**config.mk**
```make
export PLATFORM = sky130hd
export DESIGN_NAME = uart_rx_fifo
export DESIGN_NICKNAME = d
export VERILOG_FILES = /design/src/rtl/uart_rx_fifo_pkg.sv /design/src/rtl/uart_rx_fifo_mem.sv /design/src/rtl/uart_rx_fifo.sv
export SDC_FILE = /design/constraint.sdc
export NUM_CORES = 1
export LEC_CHECK = 0
export ABC_AREA = 1
export BUFFER_PORTS_ARGS = -buffer_cell sky130_fd_sc_hd__buf_2
export CORE_ASPECT_RATIO = 0.75
export CORE_MARGIN = 4
export CORE_UTILIZATION = 25
export DETAILED_ROUTE_END_ITERATION = 12
export PLACE_DENSITY = 0.37
export SLEW_MARGIN = 0
export SYNTH_ARGS = -nofsm -noshare
export SYNTH_HDL_FRONTEND = slang
export SYNTH_SLANG_ARGS = --single-unit
```
**constraint.sdc**
```tcl
create_clock -name clk -period 4.35 [get_ports clk]
set_clock_uncertainty 0.05 [all_clocks]
set_input_delay 0.435 -clock clk [delete_from_list [all_inputs] [get_ports clk]]
set_output_delay 0.435 -clock clk [all_outputs]
set_load 0.03 [all_outputs]
```
**src/rtl/uart_rx_fifo_pkg.sv**
```systemverilog
// Shared constants and helpers for the UART receive FIFO.
// Frame-drop statistics are an 8-bit saturating counter.
package uart_rx_fifo_pkg;

    localparam int unsigned DROP_W = 8;
    localparam logic [DROP_W-1:0] DROP_MAX = '1;

    function automatic logic [DROP_W-1:0] sat_inc(input logic [DROP_W-1:0] v);
        return (v == DROP_MAX) ? v : v + DROP_W'(1);
    endfunction

endpackage

```
**src/rtl/uart_rx_fifo_mem.sv**
```systemverilog
// DEPTH x DATA_W register array: one synchronous write port and one registered read port.
// The read register is cleared by reset/clr and otherwise holds its value between reads.
module uart_rx_fifo_mem #(
    parameter int unsigned DEPTH  = 16,
    parameter int unsigned DATA_W = 8
) (
    input  logic                     clk,
    input  logic                     rst,
    input  logic                     clr,
    input  logic                     wr_en,
    input  logic [$clog2(DEPTH)-1:0] wr_addr,
    input  logic [DATA_W-1:0]        wr_data,
    input  logic                     rd_en,
    input  logic [$clog2(DEPTH)-1:0] rd_addr,
    output logic [DATA_W-1:0]        rd_data
);

    logic [DATA_W-1:0] mem [DEPTH];

    always_ff @(posedge clk) begin
        if (wr_en) begin
            mem[wr_addr] <= wr_data;
        end
    end

    // Read samples the pre-write contents, so a same-address read/write while full returns the old entry.
    always_ff @(posedge clk or negedge rst) begin
        if (!rst) begin
            rd_data <= '0;
        end else if (clr) begin
            rd_data <= '0;
        end else if (rd_en) begin
            rd_data <= mem[rd_addr];
        end
    end

endmodule

```
**src/rtl/uart_rx_fifo.sv**
```systemverilog
// Receive byte buffer behind the UART receiver: stores good frames, drops errored ones,
// and reports fill level, sticky overflow and a saturating dropped-frame count.
module uart_rx_fifo
    import uart_rx_fifo_pkg::*;
#(
    parameter int unsigned DEPTH  = 16,
    parameter int unsigned DATA_W = 8
) (
    input  logic                     clk,
    input  logic                     rst,
    input  logic                     soft_rst,
    input  logic                     wr_valid,
    input  logic [DATA_W-1:0]        wr_data,
    input  logic                     wr_error,
    input  logic                     rd_en,
    output logic [DATA_W-1:0]        rd_data,
    output logic                     rd_valid,
    output logic                     empty,
    output logic                     full,
    output logic [$clog2(DEPTH):0]   count,
    output logic                     overflow,
    output logic [DROP_W-1:0]        drop_count
);

    localparam int unsigned PTR_W = $clog2(DEPTH);
    localparam int unsigned CNT_W = PTR_W + 1;

    if (DEPTH < 2 || (DEPTH & (DEPTH - 1)) != 0) begin : g_depth_check
        $error("uart_rx_fifo: DEPTH must be a power of two and at least 2");
    end

    logic [PTR_W-1:0] wr_ptr;
    logic [PTR_W-1:0] rd_ptr;
    logic             rd_acc;
    logic             wr_acc;
    logic             wr_lost;
    logic             wr_drop;
    logic [CNT_W-1:0] count_next;

    always_comb begin
        rd_acc  = rd_en && !empty;
        // A pop in the same cycle frees a slot, so a full FIFO still accepts the write.
        wr_acc  = wr_valid && !wr_error && (!full || rd_acc);
        wr_lost = wr_valid && !wr_error && full && !rd_acc;
        wr_drop = wr_valid && wr_error;

        count_next = count;
        if (wr_acc && !rd_acc) begin
            count_next = count + CNT_W'(1);
        end else if (rd_acc && !wr_acc) begin
            count_next = count - CNT_W'(1);
        end
    end

    always_ff @(posedge clk or negedge rst) begin
        if (!rst) begin
            wr_ptr     <= '0;
            rd_ptr     <= '0;
            count      <= '0;
            empty      <= 1'b1;
            full       <= 1'b0;
            rd_valid   <= 1'b0;
            overflow   <= 1'b0;
            drop_count <= '0;
        end else if (soft_rst) begin
            wr_ptr     <= '0;
            rd_ptr     <= '0;
            count      <= '0;
            empty      <= 1'b1;
            full       <= 1'b0;
            rd_valid   <= 1'b0;
            overflow   <= 1'b0;
            drop_count <= '0;
        end else begin
            if (wr_acc) begin
                wr_ptr <= wr_ptr + PTR_W'(1);
            end
            if (rd_acc) begin
                rd_ptr <= rd_ptr + PTR_W'(1);
            end
            count    <= count_next;
            empty    <= (count_next == '0);
            full     <= (count_next == CNT_W'(DEPTH));
            rd_valid <= rd_acc;
            if (wr_lost) begin
                overflow <= 1'b1;
            end
            if (wr_drop) begin
                drop_count <= sat_inc(drop_count);
            end
        end
    end

    uart_rx_fifo_mem #(
        .DEPTH  (DEPTH),
        .DATA_W (DATA_W)
    ) u_mem (
        .clk     (clk),
        .rst     (rst),
        .clr     (soft_rst),
        .wr_en   (wr_acc && !soft_rst),
        .wr_addr (wr_ptr),
        .wr_data (wr_data),
        .rd_en   (rd_acc),
        .rd_addr (rd_ptr),
        .rd_data (rd_data)
    );

endmodule

```
==> results.toml <==
[route]
vias_per_cell = 4.54
vias = 4665
ant_nets = 0
wire_per_inst_um = 17.8
totalWireLength_um = 18300
drcViolationCount = 0
drt_iter0_markers = 240
dr.pass1.iters = 4

[critical_path]
cp.arrival_ps = 2430
regToRegSetupSlack_ps = 1920
critPathCaptureType = "flip-flop"
worstSetupPathType = "reg -> reg"
start_kind = "flip-flop"
crit_fanout = 8
crit_required_ps = 4350

[floorplanning]
dieArea_um2 = 30300
ios = 39
die_h_um = 152
core_um2 = 27100
initial_core_util = 0.255
fp-row-count = 52
die_w_um = 200

[clock_network]
clock_sinks = 161
hold_buffers = 0
cts_tree = "built"
cts.repair.resized = 0
clk_path_buf_depth = 2
cts_made_buffers = 17
cts_root_buffer = "clkbuf_16"
postCtsSetupBuffers = 0
insertion_delay_ps = 440
cts.clk_slew.worst_paths_ps = 70
h-tree-depth = 4

[sta]
setup_viol = 0
fmax_ghz = 0.411
hold_viol_final = 0
drv_slew = 0
tightest_slew_ps = 1200
fin_crit_ps = 2430
tns_ps = 0
timing.slew.headroom = 0.195
period_share = 0.560
rsz0062_at_grt = "false"

[final_layout]
num_antenna_cells = 0
layout_commonest_cell = "edfxtp_1"
postLayoutCoreUtil = 0.294
synthToLayoutAreaGrowth_pct = 15.4
drive_gt1_frac = 0.121
fillers = 2809
most-common-layout-cells = "128 x edfxtp_1, 122 x nor2_1, 88 x nand2_1, 76 x o21ai_0, 45 x inv_1"
post_layout_nonfiller_instances = 1028
nNetsFinal = 686

[min_path]
holdCritPathClass = "in -> async"

[grt]
grt_pass1_wl_um = 28200
grt_start_max_net_pins = 74
grt_overflow_total = 0
antenna_found_initial = 0
grt_usage = 0.124
first_global_vias = 4607

[placement]
dp.cells = 996
hpwl_um = 12100
gp_congestion = 0.822
io_buffer_count = 38

[logic_synthesis]
yosysWarningCount = 0
synth_nets = 655
yosysSeqAreaShare = 0.677
ys_ff_latch = 161
syn_avg_cell_area_um2 = 10.9
synthCells = 633
synth_area_um2 = 6900
yosys.cell_types.count = 27

[power_and_ir_drop]
leakagePower_nw = 3.00
cellPowerDensity_nw_per_um2 = 439
vdd_drop_max_v = 0.000278
total_power_mw = 3.50

[run]
cap_violations = 0

[status]
status = "complete, no violations"
## where the power goes
part / total (mW) / internal (mW) / switching, mW / leakage (nW)
logic: 0.330 / 0.0839 / 0.246 / 1.13
registers: 1.71 / 1.69 / 0.0212 / 1.60
clock network: 1.46 / 0.826 / 0.631 / 0.278
total: 3.50 / 2.60 / 0.898 / 3.00
## final timing paths
path / start / endpoint / cells past startpoint
worst max register to register: empty / u_mem.mem[5][6] / 5
worst min-delay path: rst / drop_count[6] / 1
worst max-delay path: empty / u_mem.mem[5][6] / 5
min in group clk: soft_rst / drop_count[0] / 2
max in group asynchronous: rst / rd_ptr[0] / 1
worst min register to register: u_mem.rd_data[4] / u_mem.rd_data[4] / 2
## cell usage after synthesis
library cell / n / share of area
a21oi_1: 12 / 0.0087
a31oi_1: 1 / 0.00091
buf_2: 17 / 0.012
buf_4: 1 / 0.0011
buf_6: 2 / 0.0033
clkbuf_1: 8 / 0.0044
dfrtp_1: 32 / 0.12
dfstp_2: 1 / 0.0038
edfxtp_1: 128 / 0.56
ha_1: 8 / 0.015
inv_1: 45 / 0.024
inv_2: 2 / 0.0011
nand2_1: 88 / 0.048
nand2_4: 1 / 0.0016
nand3_1: 32 / 0.023
nand4_1: 7 / 0.0063
nor2_1: 122 / 0.066
nor2_2: 1 / 0.00091
nor2_4: 2 / 0.0033
nor3_1: 14 / 0.010
nor4_4: 1 / 0.0031
o211ai_1: 24 / 0.026
o21ai_0: 76 / 0.055
o21ai_1: 3 / 0.0022
o21ai_2: 2 / 0.0025
or2_2: 2 / 0.0018
xor2_1: 1 / 0.0013
## cells by family (layout without fill, tap and decap cells)
group	Yosys count	in the layout	synth area share
adder cells (fa/ha/maj)	8	8	0.0145
AO/OA/AOI/OAI	118	118	0.0956
XOR/XNOR	1	1	0.00127
flip-flops	161	161	0.677
buffers and inverters	75	119	0.0466
AND/OR/NAND/NOR	270	270	0.165
## per-stage QoR
step | hold WS [ps] | worst slack (ps) | area, µm²
after floorplan | 89.4 | 2320 | 6900
after global placement | 412 | 1760 | 7400
after detailed placement | 419 | 1680 | 7400
after global routing | 75.9 | 1710 | 7960
final | 19.3 | 1920 | 7960
after CTS | 43.0 | 1890 | 7960
## sequential cells by signal, indices dropped and copies added, names as in the netlist
signal	count
rd_ptr	4
u_mem.rd_data	8
rd_valid	1
count	5
overflow	1
full	1
wr_ptr	4
u_mem.mem	128
drop_count	8
empty	1
## per-layer routing
layer / part of all wire / global-route usage
met1: 0.50 / 0.180
met2: 0.44 / 0.181
met3: 0.043 / 0.0372
met4: 0.0084 / 0.0291
met5: 0 / 0
## worst max-delay path: stages, from the launching register on
cell	delay (ps)
dfstp_2	390
nor2_4	180
o21ai_2	110
nor2_2	170
inv_1	200
nor3_1	960
## cell type report
class / count / area, µm² / area share
sequential: 161 / 4670 / 0.587
timing repair buffer: 40 / 205 / 0.0258
clock inverter: 11 / 101 / 0.0127
inverter: 47 / 176 / 0.0222
tap: 351 / 439 / 0.0552
multi-input combinational: 397 / 1900 / 0.239
clock buffer: 21 / 462 / 0.0580
(Power assumes the default switching activity.)
